--- src/rtl/coef_loader_pkg.sv ---
// Shared definitions for the 21-tap symmetric FIR filter and its coefficient loader.
// The filter and the loader both take their geometry from here.
package coef_loader_pkg;

  localparam int FIR_NTAP = 21;
  localparam int FIR_CW   = 16;
  localparam int FIR_IW   = 5;

  typedef enum logic [1:0] {
    IDLE,
    LOAD,
    MIRROR,
    FIN
  } state_t;

endpackage

--- src/rtl/coef_loader.sv ---
// Coefficient loader: takes coefficients from a valid/ready stream and writes them to the
// filter's tap write port. In symmetric mode it takes only the first half and writes the mirror itself.
module coef_loader
  import coef_loader_pkg::*;
#(
  parameter int NTAP = FIR_NTAP,
  parameter int CW   = FIR_CW,
  parameter int IW   = FIR_IW
) (
  input  logic          clk,
  input  logic          n_reset,
  input  logic          cfg_start,
  input  logic          cfg_sym,
  input  logic          cfg_abort,
  input  logic          c_valid,
  output logic          c_ready,
  input  logic [CW-1:0] c_data,
  output logic          h_write,
  output logic [IW-1:0] h_idx,
  output logic [CW-1:0] h_data,
  output logic          busy,
  output logic          done,
  output logic          err
);

  localparam int HALF = (NTAP + 1) / 2;
  localparam int SW   = (HALF > 1) ? $clog2(HALF) : 1;
  localparam logic [IW-1:0] LAST_IDX = IW'(NTAP - 1);
  localparam logic [IW-1:0] HALF_IDX = IW'(HALF - 1);

  if (((NTAP % 2) == 0) || (NTAP > (1 << IW))) begin : g_param_check
    $error("coef_loader: NTAP must be odd and fit in IW index bits");
  end

  state_t        state;
  state_t        state_next;
  logic          sym;
  logic [IW-1:0] cnt;
  logic [CW-1:0] shadow [HALF];
  logic          accept;
  logic          last_load;
  logic          last_mirror;
  logic [SW-1:0] mirror_sel;

  assign accept      = c_valid & c_ready;
  assign last_load   = accept & (cnt == (sym ? HALF_IDX : LAST_IDX));
  assign last_mirror = (cnt == LAST_IDX);
  // Tap j of the mirrored half reuses shadow entry NTAP-1-j.
  assign mirror_sel  = SW'(LAST_IDX - cnt);

  // NOTE: sequential state uses non-blocking assignments so every register samples pre-edge values.
  always_ff @(posedge clk or negedge n_reset) begin
    if (!n_reset) state <= IDLE;
    else          state <= state_next;
  end

  // NOTE: next-state takes a default before the case so no path leaves it unassigned (no latch).
  always_comb begin
    state_next = state;
    case (state)
      IDLE:    if (cfg_start) state_next = LOAD;
      LOAD: begin
        if (cfg_abort)      state_next = IDLE;
        else if (last_load) state_next = sym ? MIRROR : FIN;
      end
      MIRROR: begin
        if (cfg_abort)        state_next = IDLE;
        else if (last_mirror) state_next = FIN;
      end
      FIN:     state_next = IDLE;
      default: state_next = IDLE;
    endcase
  end

  always_comb begin
    c_ready = (state == LOAD);
    busy    = (state != IDLE);
  end

  // Write port, counter, done pulse and sticky error. Abort takes priority over any write that cycle.
  always_ff @(posedge clk or negedge n_reset) begin
    if (!n_reset) begin
      sym     <= 1'b0;
      cnt     <= '0;
      h_write <= 1'b0;
      h_idx   <= '0;
      h_data  <= '0;
      done    <= 1'b0;
      err     <= 1'b0;
    end else begin
      h_write <= 1'b0;
      done    <= (state == FIN);
      case (state)
        IDLE: begin
          if (cfg_start) begin
            sym <= cfg_sym;
            cnt <= '0;
            err <= 1'b0;
          end
        end
        LOAD: begin
          if (cfg_abort) begin
            err <= 1'b1;
          end else begin
            if (cfg_start) err <= 1'b1;
            if (accept) begin
              h_write <= 1'b1;
              h_idx   <= cnt;
              h_data  <= c_data;
              cnt     <= cnt + IW'(1);
            end
          end
        end
        MIRROR: begin
          if (cfg_abort) begin
            err <= 1'b1;
          end else begin
            if (cfg_start) err <= 1'b1;
            h_write <= 1'b1;
            h_idx   <= cnt;
            h_data  <= shadow[mirror_sel];
            cnt     <= cnt + IW'(1);
          end
        end
        FIN: begin
          if (cfg_start) err <= 1'b1;
        end
        default: ;
      endcase
    end
  end

  // NOTE: the shadow file is cleared on reset so a reset never leaves stale taps to mirror.
  always_ff @(posedge clk or negedge n_reset) begin
    if (!n_reset) begin
      for (int i = 0; i < HALF; i++) shadow[i] <= '0;
    end else if ((state == LOAD) && accept && sym && !cfg_abort) begin
      shadow[cnt[SW-1:0]] <= c_data;
    end
  end

endmodule

--- config.mk ---
export PLATFORM = sky130hd
export DESIGN_NAME = coef_loader
export DESIGN_NICKNAME = d
export VERILOG_FILES = /design/src/rtl/coef_loader_pkg.sv /design/src/rtl/coef_loader.sv
export SDC_FILE = /design/constraint.sdc
export NUM_CORES = 1
export LEC_CHECK = 0
export BUFFER_PORTS_ARGS = -buffer_cell sky130_fd_sc_hd__buf_4
export CAP_MARGIN = 20
export CORE_ASPECT_RATIO = 0.8
export CORE_MARGIN = 2
export CORE_UTILIZATION = 50
export CTS_CLUSTER_DIAMETER = 150
export DETAILED_ROUTE_END_ITERATION = 12
export GPL_ROUTABILITY_DRIVEN = 0
export PLACE_DENSITY = 0.7
export SLEW_MARGIN = 30
export SYNTH_ARGS = -nofsm -noshare
export SYNTH_HDL_FRONTEND = slang
export SYNTH_SLANG_ARGS = --single-unit
--- constraint.sdc ---
create_clock -name clk -period 6.2 [get_ports clk]
set_input_delay 1.24 -clock clk [delete_from_list [all_inputs] [get_ports clk]]
set_output_delay 1.24 -clock clk [all_outputs]
set_load 0.01 [all_outputs]
==> out/metrics.cfg, run 1 <==
[timing]
hold_ws_ns=0.4830
worst-slew-pin-transition_ns=1.052
slew_violations=0
setup_viol=0
fmax_mhz=315.9
rsz0062_at_grt=false
period_share=0.5105
relSlewSlack=0.2963
layout_min_cycle_time_ns=3.165
hold_viol_final=0
fin_setup_tns_ns=0
skew_ns=0.006627

[cells_and_area]
syn_to_final_growth_pct=10.69
fillCellCount=1580
drive_gt1_frac=0.4170
layout.nets=785
n_antenna_cell=0
utilization=0.5604

[worst_setup_path]
critPathCaptureType=flip-flop
cp_max_fo=35
cp.required_ns=6.54
worstSetupPathType=reg2reg
cp.arrival_ns=3.51
cp_num_buf_inv=3
path_delay_family=buffers and inverters
r2r_cells=9
critical_path.startpoint_type=flip-flop
slowest_delay_ns=0.68
path_cells=inv_1, ha_2, buf_4, nor2b_1, buf_4, and2_1, o21ai_0, a41o_1, o21ai_0
slowest_stage=ha_2
crit_cells=9

[clocking]
clk_pin_slew_ns=0.06
cts_inserted_buffers=22
clk_path_buf_depth=3
post-cts-setup-buffers=0
insertion_delay_ns=0.50
cts_tree=built
ctsResizeCount=0
htree_levels=1
hold_buffers=0
clock_tree.root_cell=clkbuf_16
cts_sinks=208

[global_routing]
grt_pass1_wl_mm=36.52
grt_max_degree=110
grt_pass1_vias=6417
antenna_found_initial=0
grt_use_total=0.2282
grt-ovfl-total=0

[logic_synthesis]
synth_common_cells=dfrtp_1, mux2_2, o21ai_0, nor2_1, mux4_2
synth_cell_types=50
postSynthCellCount=732
synth_top_area_frac=0.5239
synth_ff_type=dfrtp_1
synthTopCellsByArea=dfrtp_1, mux2_2, mux4_2, o21ai_0, mux2i_1
ys_ff_latch=208
synth_warnings=0
synth_top_area_cell=dfrtp_1
synth_nets=763
synth_edf_count=0
synth.most_common_cell=dfrtp_1
async_flop_share=1.000
syn_avg_cell_area_um2=13.57
seq_area_frac_synth=0.5239
netlist_area_um2=9936

[detailed_routing]
drtPass1Iterations=4
vias_per_cell=5.995
vias=6169
drtIter0Drc=352
wire_per_inst_um=22.81
totalWireLength_mm=23.47
drc=0
ant_nets=0

[power_and_ir_drop]
clockPowerShare=0.268
powerDensity_nw_per_um2=417.1
sequentialPowerShare=0.410
internal-power_uw=3114
combinationalPowerShare=0.322
p_leak_uw=0.005345
peakVddDrop_mv=0.2492
p_sw_frac=0.3211
switching_power_uw=1473

[place]
port_buffers=47
dp_hpwl_mm=13.19

[job]
drv_cap=0

[hold_path]
holdCritPathClass=reg2reg
hold_depth=2

[run_status]
outcome=finished, final reports clean

[floorplanning]
die_h_um=130.1
initial_utilization=0.5062
rows=46
die_w_um=161.6
die_area_um2=21020
core_area_um2=19630
io_pins=48

==> worst min-delay path, cell delays in order, from the launching register on <==
cell and delay, ns:
dfrtp_1 0.34, nand2_1 0.05, o21ai_0 0.06
==> layout by cell type, fill, tap and decap left out, types with 2 or more instances in the layout <==
cell type / count
nor2b_1: 3
nand2_1: 27
nand3_1: 2
clkbuf_1: 6
dfrtp_1: 207
mux2i_1: 18
buf_4: 52
and2_1: 16
clkbuf_8: 5
mux4_2: 32
inv_1: 10
clkbuf_16: 23
a22o_1: 2
nand2_2: 8
nor2_1: 41
clkinv_2: 2
o21ai_0: 68
a21oi_1: 4
mux2_4: 10
mux2_2: 170
o21ai_1: 4
ha_1: 8
or2_2: 2
a41o_1: 16
nor3_4: 3
nand2b_1: 2
==> sequential cells by signal (all words and copies together) (netlist names) <==
signal / flops
sym: 1
done: 1
h_write: 1
h_data: 16
state: 2
err: 1
shadow: 176
h_idx: 5
cnt: 5
==> layout make-up <==
cell class                 count  area, um^2  area share
clock buffer                  33       653.1     0.05939
tap                          264       330.3     0.03003
multi-input combinational    458        4345      0.3951
inverter                      10       37.54    0.003413
clock inverter                 2       10.01   0.0009101
sequential                   208        5206      0.4734
timing repair buffer          54       415.4     0.03777
==> per-stage QoR <==
step	power, uW	area [um^2]	instances	worst slack, ns
2_1_floorplan	2890	9936	732	3.674
3_3_place_gp	3306	10330	994	3.114
3_5_place_dp	3371	10330	994	3.094
4_1_cts	4606	10990	1029	3.079
5_1_grt	4809	11000	1029	2.923
6_report	4587	11000	1029	3.035
==> cells by family (layout without fill, tap and decap cells) <==
family                     Yosys count  after routing  synth area share
muxes                              231            231            0.2996
DFF                                208            208            0.5239
and+or+nand+nor                    116            116           0.05906
AOI/OAI and AO/OA                  102            102           0.06536
buffers and inverters               66             99           0.04080
adders and majority gates            9              9           0.01133
==> power by group through the flow <==
stage	Clock [uW]	Sequential [uW]	Combinational [uW]
finish	1230	1880	1480
global placement	0	1870	1430
detailed placement	0	1900	1470
CTS	1250	1880	1480
global route	1310	1920	1580
floorplan	0	1860	1030
==> per-layer routing <==
layer	global-route usage	vias up	routed length, um
met1	0.3131	3242	10430
met3	0.03401	50	1125
met4	0.07405	0	646
li1	-	2696	-
met5	0	-	0
met2	0.3801	181	11270
==> path summary, 6_finish.rpt <==
check / start / end / slack (ns)
setup reg to reg: cnt[1] / h_data[5] / 3.03
hold / removal: h_idx[1] / h_idx[1] / 0.48
setup / recovery: cnt[1] / h_data[5] / 3.03
min in group asynchronous: n_reset / shadow[67] / 0.83
max in group asynchronous: n_reset / shadow[89] / 3.96
hold reg to reg: h_idx[1] / h_idx[1] / 0.48
Power figures use the tool's default switching activity.
==> inputs of run 2 (changes only) <==
--- a/config.mk
+++ b/config.mk
@@ -5,6 +5,7 @@
 export SDC_FILE = /design/constraint.sdc
 export NUM_CORES = 1
 export LEC_CHECK = 0
+export ABC_AREA = 1
 export BUFFER_PORTS_ARGS = -buffer_cell sky130_fd_sc_hd__buf_4
 export CAP_MARGIN = 20
 export CORE_ASPECT_RATIO = 0.8
==> constraint.sdc (replaced) <==
create_clock -name clk -period 3 [get_ports clk]
set_input_delay 0.6 -clock clk [delete_from_list [all_inputs] [get_ports clk]]
set_output_delay 0.6 -clock clk [all_outputs]
set_load 0.01 [all_outputs]
==> run 2 against run 1 <==
Effect of this change: total power is 140% higher; combinational power grew to 2.8 times the previous value; die area is 2.2% higher; highest routed layer unchanged; critical path depth is 1 lower; cell count is 55% higher; clock power is 130% higher; largest cell class unchanged; critical path type unchanged; non-clock buffer count is 13 higher; routed wire length is 15% higher; clock skew is 0.0075 ns higher.
==> out/metrics.cfg, run 2 <==
[job]
drv_cap=0  ; unchanged

[timing]
worst-slew-pin-transition_ns=0.9933  ; -0.05886 ns
setup_viol=0  ; unchanged
hold_viol_final=0  ; unchanged
fmax_mhz=421.7  ; +33%
hold_ws_ns=0.1342  ; -0.3488 ns
rsz0062_at_grt=false
relSlewSlack=0.3378  ; +0.04152
setup_ws_ns=0.6287  ; -2.406 ns
period_share=0.7904  ; +0.2799
layout_min_cycle_time_ns=2.371  ; -0.7938 ns
fin_setup_tns_ns=0  ; unchanged
slew_violations=0  ; unchanged
skew_ns=0.01417  ; +0.007542 ns

[floorplanning]
core_area_um2=19860  ; +1.2%
die_w_um=163.4  ; +1.1%
io_pins=48  ; unchanged
initial_utilization=0.5119  ; +0.005662
die_h_um=131.5  ; +1.1%
die_area_um2=21490  ; +2.2%
rows=46  ; unchanged

[worst_setup_path]
rr_startpoint=state[1]
cp.required_ns=3.36  ; -3.18 ns
worstSetupPathType=reg2reg
r2r_cells=8  ; -1
critPathCaptureType=flip-flop
r2r_setup_slack_ns=0.63  ; -2.41 ns
critical_path.startpoint_type=flip-flop
startpoint=state[1]
cp_max_fo=32  ; -8.6%
crit_end=shadow[143]
rr_endpoint=shadow[143]
cp.arrival_ns=2.73  ; -0.78 ns

[power_and_ir_drop]
powerDensity_nw_per_um2=970.0  ; +130%
internal-power_uw=6585  ; +110%
switching_power_uw=4379  ; +200%
combinationalPowerShare=0.377  ; +0.055
peakVddDrop_mv=0.5315  ; +110%
p_leak_uw=0.005534  ; +3.5%
sequentialPowerShare=0.367  ; -0.043
p_sw_frac=0.3994  ; +0.07827
clockPowerShare=0.255  ; -0.013

[cells_and_area]
final_common_cell=nand2_1
drive_gt1_frac=0.09639  ; -0.3206
regMostFlops=shadow
layout.nets=1346  ; +71%
mostFrequentLayoutCells=nand2_1, dfrtp_1, o21ai_0
biggestRegsByFlops=shadow x176, h_data x16
largest_reg_flops=176  ; unchanged
syn_to_final_growth_pct=11.19
n_antenna_cell=0  ; unchanged

[global_routing]
grt-ovfl-total=0  ; unchanged
grt_pass1_wl_mm=44.25  ; +21%
top_usage_layer=met2
grt_max_degree=85  ; -23%
use_met3=0.04040  ; +0.006393
grtUsageMet1=0.3912  ; +0.07803
antenna_found_initial=0  ; unchanged
grt_pass1_vias=8003  ; +25%
grt_util_met2=0.4067  ; +0.02661
grt_use_total=0.2621  ; +0.03391

[clocking]
cts_sinks=208  ; unchanged
cts_inserted_buffers=21  ; -4.5%
insertion_delay_ns=0.51  ; about the same
hold_buffers=0  ; unchanged
htree_levels=1  ; unchanged
clock_tree.root_cell=clkbuf_16
cts_tree=built
ctsResizeCount=0  ; unchanged
clk_path_buf_depth=3  ; unchanged
clk_pin_slew_ns=0.06  ; about the same
post-cts-setup-buffers=0  ; unchanged

[detailed_routing]
vias_per_cell=5.297  ; -12%
ant_nets=0  ; unchanged
vias=8433  ; +37%
wire_per_inst_um=17.03  ; -25%
drtPass1Iterations=6  ; +2
totalWireLength_mm=27.11  ; +15%
drtIter0Drc=825  ; +130%
drc=0  ; unchanged

[logic_synthesis]
syn_avg_cell_area_um2=7.724  ; -43%
synth_nets=1347  ; +77%
synth_top_area_frac=0.5121  ; -0.01180
async_flop_share=1.000  ; unchanged
synth_warnings=0  ; unchanged
ys_ff_latch=208  ; unchanged
synthTopCellsByArea=dfrtp_1, nand2_1, o21ai_0, nand3_1, inv_1
seq_area_frac_synth=0.5121  ; -0.01180
synth_cell_types=33  ; -34%
netlist_area_um2=10160  ; +2.3%
synth_common_cells=nand2_1, dfrtp_1, o21ai_0, inv_1, nand3_1
synth_ff_type=dfrtp_1
synth.most_common_cell=nand2_1
synth_top_area_cell=dfrtp_1
synth_edf_count=0  ; unchanged
postSynthCellCount=1316  ; +80%

[place]
post-place-ws_ns=0.6616  ; -2.433 ns
port_buffers=47  ; unchanged
dp_hpwl_mm=15.84  ; +20%

[run_status]
outcome=finished, final reports clean

[hold_path]
holdCritPathClass=in2async

run 2: cell types whose count changed after synthesis, moves of 10 or more:
cell,previous run,this run
a21oi_1,4,35
o21ai_1,4,55
mux4_2,32,0
o21ai_0,68,128
mux2i_1,18,0
and2_1,16,0
nand2_1,29,543
nand3_1,2,74
buf_2,15,51
mux2_2,170,0
inv_1,10,82
a41o_1,16,0
mux2_4,10,0
nor2_1,41,57
run 2: cell families (layout without fill, tap and decap cells):
family | Yosys count | after routing | share of synthesized area
flops | 208 | 208 | 0.5121
xor+xnor | 2 | 2 | 0.001724
simple gates | 697 | 697 | 0.2871
compound gates | 223 | 223 | 0.1110
buf+inv | 177 | 189 | 0.07705
fa+ha+maj | 9 | 9 | 0.01108
run 2: through the flow:
stage,area [um^2],total power (uW),std cells,util
2_1_floorplan,10160,6825,1316,-
3_3_place_gp,10570,8088,1556,0.5321
3_5_place_dp,10570,8152,1556,0.5321
4_1_cts,11300,10980,1592,0.5692
5_1_grt,11300,11690,1592,0.5692
6_report,11300,10960,1592,0.5692
run 2: layer usage:
| metal | up-vias | part of all wire | wire length [um] |
|---|---|---|---|
| met5 | - | 0 | 0 |
| met4 | 0 | 0.017 | 455 |
| met3 | 37 | 0.068 | 1848 |
| met2 | 275 | 0.45 | 12140 |
| met1 | 3971 | 0.47 | 12670 |
| li1 | 4150 | - | - |
run 2: worst max-delay path, stage by stage, from the launching register on:
cell,delay [ns]
dfrtp_1,0.41
inv_1,0.11
ha_1,0.25
nand2_2,0.12
nor3_4,0.12
buf_4,0.30
nand4_4,0.57
nand2_1,0.24
o21ai_1,0.10
run 2: area by class of cell:
cell class	count	area, um^2
clock inverters	4	70.07
clock buffers	32	666.9
fillers	1853	8554
well taps	264	330.3
inverters	86	327.8
flip-flops and latches	208	5206
multi-input cells	931	4179
repair buffers	67	521.8
run 2: power by group through the flow:
stage	sequential [uW]	clock, uW	combinational [uW]
floorplan	3970	0	2850
global placement	4050	0	4040
detailed placement	4060	0	4100
CTS	4020	2840	4110
global route	4110	2950	4630
finish	4030	2800	4140
run 2: worst min-delay path by stage:
stage                       end  slack [ns]        from  depth (start not counted)
floorplan                cnt[0]        0.30     n_reset                          0
global placement     shadow[70]        0.47  shadow[70]                          2
detailed placement    h_data[6]        0.47   h_data[6]                          2
CTS                 shadow[122]        0.15     n_reset                          1
global route        shadow[123]        0.18     n_reset                          1
finish              shadow[122]        0.13     n_reset                          1
